**src/rtl/wb_burst_master_if.sv**
```systemverilog
// rtl/wb_burst_master_if.sv - Wishbone B4 master/slave bus bundle for wb_burst_master.
interface wb_burst_master_if;
  logic        wb_cyc_o;
  logic        wb_stb_o;
  logic        wb_we_o;
  logic [31:0] wb_addr_o;
  logic [31:0] wb_dat_o;
  logic [3:0]  wb_sel_o;
  logic [2:0]  wb_cti_o;
  logic        wb_ack_i;
  logic [31:0] wb_dat_i;

  modport master (
    output wb_cyc_o, wb_stb_o, wb_we_o, wb_addr_o, wb_dat_o, wb_sel_o, wb_cti_o,
    input  wb_ack_i, wb_dat_i
  );

  modport slave (
    input  wb_cyc_o, wb_stb_o, wb_we_o, wb_addr_o, wb_dat_o, wb_sel_o, wb_cti_o,
    output wb_ack_i, wb_dat_i
  );
endinterface

```
**src/rtl/wb_burst_master.sv**
```systemverilog
// rtl/wb_burst_master.sv - SDRAM write/read-back burst tester over Wishbone with ack watchdog.
// Optional WBM_INCR_BURST_EN: incrementing bursts (cti 010/111, continuous stb) instead of classic cycles.
module wb_burst_master #(
  parameter int unsigned TOUT_CYC = 1023,
  parameter logic [31:0] PATTERN  = 32'hA5A5_5A5A
) (
  input  logic                     wb_clk_i,
  input  logic                     wb_rst_i,
  input  logic                     sdr_init_done,
  input  logic                     start_i,
  input  logic [31:0]              base_addr_i,
  input  logic [7:0]               burst_len_i,
  input  logic [7:0]               num_bursts_i,
  wb_burst_master_if.master        wb,
  output logic                     busy_o,
  output logic                     done_o,
  output logic                     pass_o,
  output logic                     timeout_o,
  output logic [15:0]              err_cnt_o,
  output logic [31:0]              first_err_addr_o
);

  typedef enum logic [2:0] {IDLE, WAIT_INIT, WR, RD, DONE} state_t;

  localparam logic [31:0] TOUT_LAST = 32'(TOUT_CYC) - 32'd1;

  state_t      state_q, state_d;
  logic        cyc_q, cyc_d, stb_q, stb_d;
  logic [31:0] addr_q, addr_d, base_q, base_d;
  logic [7:0]  len_q, len_d, nb_q, nb_d;
  logic [7:0]  beat_q, beat_d, burst_q, burst_d;
  logic [31:0] wd_q, wd_d;
  logic [15:0] err_q, err_d;
  logic [31:0] ferr_q, ferr_d;
  logic        done_q, done_d, pass_q, pass_d, tout_q, tout_d;

  logic last_beat, last_burst, mismatch;

  assign last_beat  = (beat_q == len_q - 8'd1);
  assign last_burst = (burst_q == nb_q - 8'd1);
  assign mismatch   = (wb.wb_dat_i != (addr_q ^ PATTERN));

  assign wb.wb_cyc_o  = cyc_q;
  assign wb.wb_stb_o  = stb_q;
  assign wb.wb_we_o   = cyc_q && (state_q == WR);
  assign wb.wb_addr_o = addr_q;
  assign wb.wb_dat_o  = (cyc_q && (state_q == WR)) ? (addr_q ^ PATTERN) : 32'h0;
  assign wb.wb_sel_o  = cyc_q ? 4'hF : 4'h0;
`ifdef WBM_INCR_BURST_EN
  assign wb.wb_cti_o  = !stb_q ? 3'b000 : (last_beat ? 3'b111 : 3'b010);
`else
  assign wb.wb_cti_o  = 3'b000;
`endif

  assign busy_o           = (state_q == WAIT_INIT) || (state_q == WR) || (state_q == RD);
  assign done_o           = done_q;
  assign pass_o           = pass_q;
  assign timeout_o        = tout_q;
  assign err_cnt_o        = err_q;
  assign first_err_addr_o = ferr_q;

  always_ff @(posedge wb_clk_i or posedge wb_rst_i) begin
    if (wb_rst_i) begin
      state_q <= IDLE;
      cyc_q   <= 1'b0;
      stb_q   <= 1'b0;
      addr_q  <= 32'h0;
      base_q  <= 32'h0;
      len_q   <= 8'd1;
      nb_q    <= 8'd1;
      beat_q  <= 8'd0;
      burst_q <= 8'd0;
      wd_q    <= 32'h0;
      err_q   <= 16'h0;
      ferr_q  <= 32'h0;
      done_q  <= 1'b0;
      pass_q  <= 1'b0;
      tout_q  <= 1'b0;
    end else begin
      state_q <= state_d;
      cyc_q   <= cyc_d;
      stb_q   <= stb_d;
      addr_q  <= addr_d;
      base_q  <= base_d;
      len_q   <= len_d;
      nb_q    <= nb_d;
      beat_q  <= beat_d;
      burst_q <= burst_d;
      wd_q    <= wd_d;
      err_q   <= err_d;
      ferr_q  <= ferr_d;
      done_q  <= done_d;
      pass_q  <= pass_d;
      tout_q  <= tout_d;
    end
  end

  always_comb begin
    state_d = state_q;
    cyc_d   = cyc_q;
    stb_d   = stb_q;
    addr_d  = addr_q;
    base_d  = base_q;
    len_d   = len_q;
    nb_d    = nb_q;
    beat_d  = beat_q;
    burst_d = burst_q;
    wd_d    = wd_q;
    err_d   = err_q;
    ferr_d  = ferr_q;
    done_d  = done_q;
    pass_d  = pass_q;
    tout_d  = tout_q;

    case (state_q)
      IDLE, DONE: begin
        if (start_i) begin
          state_d = WAIT_INIT;
          base_d  = base_addr_i;
          len_d   = (burst_len_i == 8'd0) ? 8'd1 : burst_len_i;
          nb_d    = (num_bursts_i == 8'd0) ? 8'd1 : num_bursts_i;
          err_d   = 16'h0;
          ferr_d  = 32'h0;
          done_d  = 1'b0;
          pass_d  = 1'b0;
          tout_d  = 1'b0;
        end
      end
      WAIT_INIT: begin
        if (sdr_init_done) begin
          state_d = WR;
          addr_d  = base_q;
          beat_d  = 8'd0;
          burst_d = 8'd0;
          wd_d    = 32'h0;
        end
      end
      WR, RD: begin
        // cyc low is the inter-burst gap; stb low with cyc high is the classic post-ack gap
        if (!cyc_q) begin
          cyc_d = 1'b1;
          stb_d = 1'b1;
        end else if (!stb_q) begin
          stb_d = 1'b1;
        end else if (wb.wb_ack_i) begin
          wd_d   = 32'h0;
          addr_d = addr_q + 32'd4;
          if ((state_q == RD) && mismatch) begin
            if (err_q != 16'hFFFF) err_d = err_q + 16'd1;
            if (err_q == 16'h0) ferr_d = addr_q;
          end
          if (last_beat) begin
            beat_d = 8'd0;
            cyc_d  = 1'b0;
            stb_d  = 1'b0;
            if (last_burst) begin
              burst_d = 8'd0;
              if (state_q == WR) begin
                state_d = RD;
                addr_d  = base_q;
              end else begin
                state_d = DONE;
                done_d  = 1'b1;
                pass_d  = (err_d == 16'h0);
              end
            end else begin
              burst_d = burst_q + 8'd1;
            end
          end else begin
            beat_d = beat_q + 8'd1;
`ifdef WBM_INCR_BURST_EN
            stb_d  = 1'b1;
`else
            stb_d  = 1'b0;
`endif
          end
        end else if (wd_q == TOUT_LAST) begin
          cyc_d   = 1'b0;
          stb_d   = 1'b0;
          tout_d  = 1'b1;
          pass_d  = 1'b0;
          done_d  = 1'b1;
          state_d = DONE;
        end else begin
          wd_d = wd_q + 32'd1;
        end
      end
      default: state_d = IDLE;
    endcase
  end

endmodule
```
**src/flat_wrapper.sv**
```systemverilog
// flat-port wrapper written by rule: the top's interface ports become plain ports
module wb_burst_master_flat 
#(
  parameter int unsigned TOUT_CYC = 1023,
  parameter logic [31:0] PATTERN  = 32'hA5A5_5A5A
)
  (wb_clk_i, wb_rst_i, sdr_init_done, start_i, base_addr_i, burst_len_i, num_bursts_i, busy_o, done_o, pass_o, timeout_o, err_cnt_o, first_err_addr_o, wb_wb_cyc_o, wb_wb_stb_o, wb_wb_we_o, wb_wb_addr_o, wb_wb_dat_o, wb_wb_sel_o, wb_wb_cti_o, wb_wb_ack_i, wb_wb_dat_i);
  wb_burst_master_if wb_i ();
  input  logic wb_clk_i;
  input  logic wb_rst_i;
  input  logic sdr_init_done;
  input  logic start_i;
  input  logic [31:0] base_addr_i;
  input  logic [7:0] burst_len_i;
  input  logic [7:0] num_bursts_i;
  output logic busy_o;
  output logic done_o;
  output logic pass_o;
  output logic timeout_o;
  output logic [15:0] err_cnt_o;
  output logic [31:0] first_err_addr_o;
  output wire logic [$bits(wb_i.wb_cyc_o)-1:0] wb_wb_cyc_o;
  output wire logic [$bits(wb_i.wb_stb_o)-1:0] wb_wb_stb_o;
  output wire logic [$bits(wb_i.wb_we_o)-1:0] wb_wb_we_o;
  output wire logic [$bits(wb_i.wb_addr_o)-1:0] wb_wb_addr_o;
  output wire logic [$bits(wb_i.wb_dat_o)-1:0] wb_wb_dat_o;
  output wire logic [$bits(wb_i.wb_sel_o)-1:0] wb_wb_sel_o;
  output wire logic [$bits(wb_i.wb_cti_o)-1:0] wb_wb_cti_o;
  input wire logic [$bits(wb_i.wb_ack_i)-1:0] wb_wb_ack_i;
  input wire logic [$bits(wb_i.wb_dat_i)-1:0] wb_wb_dat_i;
  assign wb_wb_cyc_o = wb_i.wb_cyc_o;
  assign wb_wb_stb_o = wb_i.wb_stb_o;
  assign wb_wb_we_o = wb_i.wb_we_o;
  assign wb_wb_addr_o = wb_i.wb_addr_o;
  assign wb_wb_dat_o = wb_i.wb_dat_o;
  assign wb_wb_sel_o = wb_i.wb_sel_o;
  assign wb_wb_cti_o = wb_i.wb_cti_o;
  assign wb_i.wb_ack_i = wb_wb_ack_i;
  assign wb_i.wb_dat_i = wb_wb_dat_i;
  wb_burst_master #(.TOUT_CYC(TOUT_CYC), .PATTERN(PATTERN)) u_core (.wb_clk_i(wb_clk_i), .wb_rst_i(wb_rst_i), .sdr_init_done(sdr_init_done), .start_i(start_i), .base_addr_i(base_addr_i), .burst_len_i(burst_len_i), .num_bursts_i(num_bursts_i), .wb(wb_i), .busy_o(busy_o), .done_o(done_o), .pass_o(pass_o), .timeout_o(timeout_o), .err_cnt_o(err_cnt_o), .first_err_addr_o(first_err_addr_o));
endmodule
```
**config.mk**
```make
export PLATFORM = sky130hd
export DESIGN_NAME = wb_burst_master_flat
export DESIGN_NICKNAME = d
export VERILOG_FILES = /design/src/rtl/wb_burst_master_if.sv /design/src/rtl/wb_burst_master.sv /design/src/flat_wrapper.sv
export SDC_FILE = /design/constraint.sdc
export NUM_CORES = 1
export LEC_CHECK = 0
export ABC_AREA = 1
export CAP_MARGIN = 5
export CORE_MARGIN = 2
export CORE_UTILIZATION = 53
export CTS_BUF_LIST = sky130_fd_sc_hd__clkbuf_16
export CTS_CLUSTER_DIAMETER = 150
export DETAILED_ROUTE_END_ITERATION = 8
export PLACE_DENSITY = 0.92
export SLEW_MARGIN = 20
export SYNTH_ARGS = -nofsm -noshare
export SYNTH_HDL_FRONTEND = slang
export SYNTH_SLANG_ARGS = --single-unit
```
**constraint.sdc**
```tcl
create_clock -name wb_clk_i -period 6.8 [get_ports wb_clk_i]
set_input_delay 1.36 -clock wb_clk_i [delete_from_list [all_inputs] [get_ports wb_clk_i]]
set_output_delay 1.36 -clock wb_clk_i [all_outputs]
set_load 0.005 [all_outputs]
```
==> results by group <==
Cells and area
  • Area grow syn2layout: 23.4%
  • Layout cells sized above 1: 0.0465
  • Design Area, Final: roughly 0.014 mm2
  • N_diodes: 0
  • Fin util: 0.663
  • Number of nets in the layout: about 1,800
  • Filler instances: 1,713

Clocking
  • Num CTS Buffers: 17
  • Post CTS Setup Buffer Count: 0
  • Clock sink count: 184
  • Post-CTS Hold Buffers: 0
  • Clock Latency Late Sink: 440 ps
  • CTS tree: done
  • CTS Root Cell: clkbuf_16
  • Post-cts sizing count: 0
  • Clk buf depth: 2
  • Clock slew at reported path FFs: 70 ps
  • H-tree Lvls: 4

Floorplan
  • Core Rows: between 50 and 60
  • Die X: 150 um
  • Initial Util: 0.537
  • Die area: approximately 0.022 mm2
  • # IOs: about 210
  • Core Footprint: 0.0209 mm2
  • Die Y: ~150 um

STA
  • Max-slew violation count: 0
  • Worst-Margin Slew: 904 ps
  • Setup violation total in the final timing report: 0
  • Setup total negative slack: 0 ps
  • RSZ-0062 raised after global routing: false
  • Final worst-path cycle share: 0.652
  • Clock period minus worst slack: approximately 4400 ps
  • Hold Vio Cnt, Final: 0
  • Max-slew headroom: 0.396
  • Fmax achieved: 226 MHz
  • Clock skew: 9.77 ps

Routing
  • Routed wire length: 32,300 um
  • Remaining routing DRC violations: 0
  • Via Count: 11,000
  • DR WL/cell: approximately 16 um
  • ANT nets after route: 0
  • Initial DRT Pass Iterations: 5
  • Vias per inst: 5.53
  • Initial DRC count: 977

Setup path
  • Worst Path Max Fanout: 43
  • CP required: 5440 ps
  • Critical path buffers and inverters: 3
  • CP max-delay cell: nor2_8
  • Crit path top cell by count: nor2_1
  • Path type of the worst setup path: reg2out
  • Crit. End Element: output pin
  • Crit path largest cell delay: between 500 and 600 ps
  • Cell Chain, Critical Path: nor2_8 > inv_2 > nor2_1 > nand2_1 > buf_4 > nor2_1 > clkdlybuf4s50_1
  • Crit path DAT: 3070 ps
  • Crit path max-delay family: buffers and inverters
  • Startpoint types: register

Pwr
  • Pwr per Cell Area: 428 mW/mm2
  • Lkg Pwr: just over 6 nW
  • Max IR drop VDD: 0.000268 V
  • Pwr Total: just under 6 mW

Yosys
  • Yosys reg bits: around 180
  • Count leader, synth: nand2_1
  • Mean area per synthesized cell: 7.26 um2
  • Cells after Synth: 1,547
  • Synth top area share: 0.406
  • Post-synthesis cell type with the largest combined area: dfrtp_1
  • Syn Std Cell Area: between 0.01 and 0.015 mm2
  • Async SR Flop Fraction: 1.00
  • YS warnings: 0
  • Post-synth top cells: 426 x nand2_1, 190 x nor2_1, 182 x dfrtp_1
  • Post-synth EDFFs: 0
  • Distinct cells, synth: 47
  • Register area share after synthesis: 0.410
  • Post-synth top flop: dfrtp_1
  • Synth top area cells: dfrtp_1 41%, nand2_1 14%, nor2_1 6.4%, xor2_1 5.6%, inv_1 5.0%

Place
  • Placed Instance Area: ~0.013 mm2
  • GPL Wtd Cong: 0.990
  • Placed wire-length estimate: between 20,000 and 25,000 um
  • Port Buf Inserts: 207

GRT
  • GRT met2 Usage: 0.490
  • Overflow after GRT: 0
  • Gr busiest metal: met2
  • Met3 usage: 0.0543
  • Number of global-route vias before repair: 10,400
  • GR Util met1: 0.369
  • Largest net degree at the start of global routing: 79
  • Antenna violations before repair: 0
  • First-pass GRT wire length: 51,400 um
  • Overall Global Routing Usage: 0.291

Job
  • Number of max-cap violations: 0

Hold path
  • HP Class: reg2reg

Status
  • Outcome: finished clean
cell type report:
cell class | count | area (um2) | area share
inverter | 158 | 601 | 0.0433
timing repair buffer | 212 | 2110 | 0.152
multi-input combinational | 1134 | 5630 | 0.407
clock inverter | 15 | 135 | 0.00975
tap | 275 | 344 | 0.0248
sequential | 184 | 4610 | 0.332
clock buffer | 17 | 425 | 0.0307
worst reg2reg max path, stage by stage (launching register included):
cell and delay [ps]:
dfrtp_1 450, nor2_8 540, inv_2 350, nand2_1 220, o21ai_1 120, nor2_4 140
nand2_4 250, inv_4 540, nand2_4 170, inv_2 190, nand2_1 130, and3_1 200
worst paths after layout:
path	start	endpoint	slack, ps	cells after the start
setup / recovery	u_core.state_q[2]	wb_wb_dat_o[0]	2370	7
hold / removal	u_core.base_q[8]	u_core.base_q[8]	490	2
hold reg to reg	u_core.base_q[8]	u_core.base_q[8]	490	2
min in group asynchronous	wb_rst_i	u_core.wd_q[28]	1370	2
max in group asynchronous	wb_rst_i	u_core.wb.wb_addr_o[9]	4280	3
setup reg to reg	u_core.state_q[2]	u_core.burst_q[3]	3380	11
power by group:
group / internal (mW) / switching [mW]
Clock: 0.482 / 0.465
Sequential: 1.49 / 0.519
Combinational: 1.26 / 1.72
per-stage QoR:
stage | instances | setup WS, ps | hold WS (ps)
detailed placement | 1963 | 2470 | 470
global placement | 1963 | 2720 | 466
CTS | 1995 | 2350 | 489
floorplan | 1549 | 443 | 450
global route | 1995 | 2250 | 510
finish | 1995 | 2370 | 486
routing by layer:
layer / up-vias / routed length (um)
li1: 5277 / -
met1: 5108 / 12900
met2: 559 / 15700
met3: 86 / 2670
met4: 0 / 1020
met5: - / 0
cells by family after synthesis:
family	share of synthesized area
other cells	0.000334
mux	0.00301
xor+xnor	0.0788
fa+ha+maj	0.0100
simple gates	0.317
flops	0.410
compound gates	0.0925
buf+inv	0.0885
state kept, by name, indices dropped and copies added (netlist names):
register                 flops
u_core.timeout_o             1
u_core.wb.wb_stb_o           1
u_core.first_err_addr_o     32
u_core.done_o                1
u_core.nb_q                  8
u_core.wd_q                 32
u_core.burst_q               8
u_core.wb.wb_cyc_o           1
u_core.base_q               32
u_core.err_cnt_o            16
u_core.beat_q                8
u_core.wb.wb_addr_o         32
u_core.pass_o                1
u_core.state_q               3
u_core.len_q                 8
cells in the final DEF (no fill, tap or decap), types with 5 or more instances in the layout:
cell	n
inv_8	5
dfrtp_1	182
o21ai_0	85
a21oi_1	27
nor2_2	5
clkbuf_16	17
xor2_1	72
nand4_1	33
nor4_1	18
o22ai_1	19
nor3_1	53
buf_4	5
nand3_1	70
o21ai_1	53
nor2_1	190
nand2_4	5
clkdlybuf4s50_1	207
ha_1	9
xnor2_1	29
inv_2	9
inv_1	147
nand2_1	426
Power figures use the tool's default switching activity.
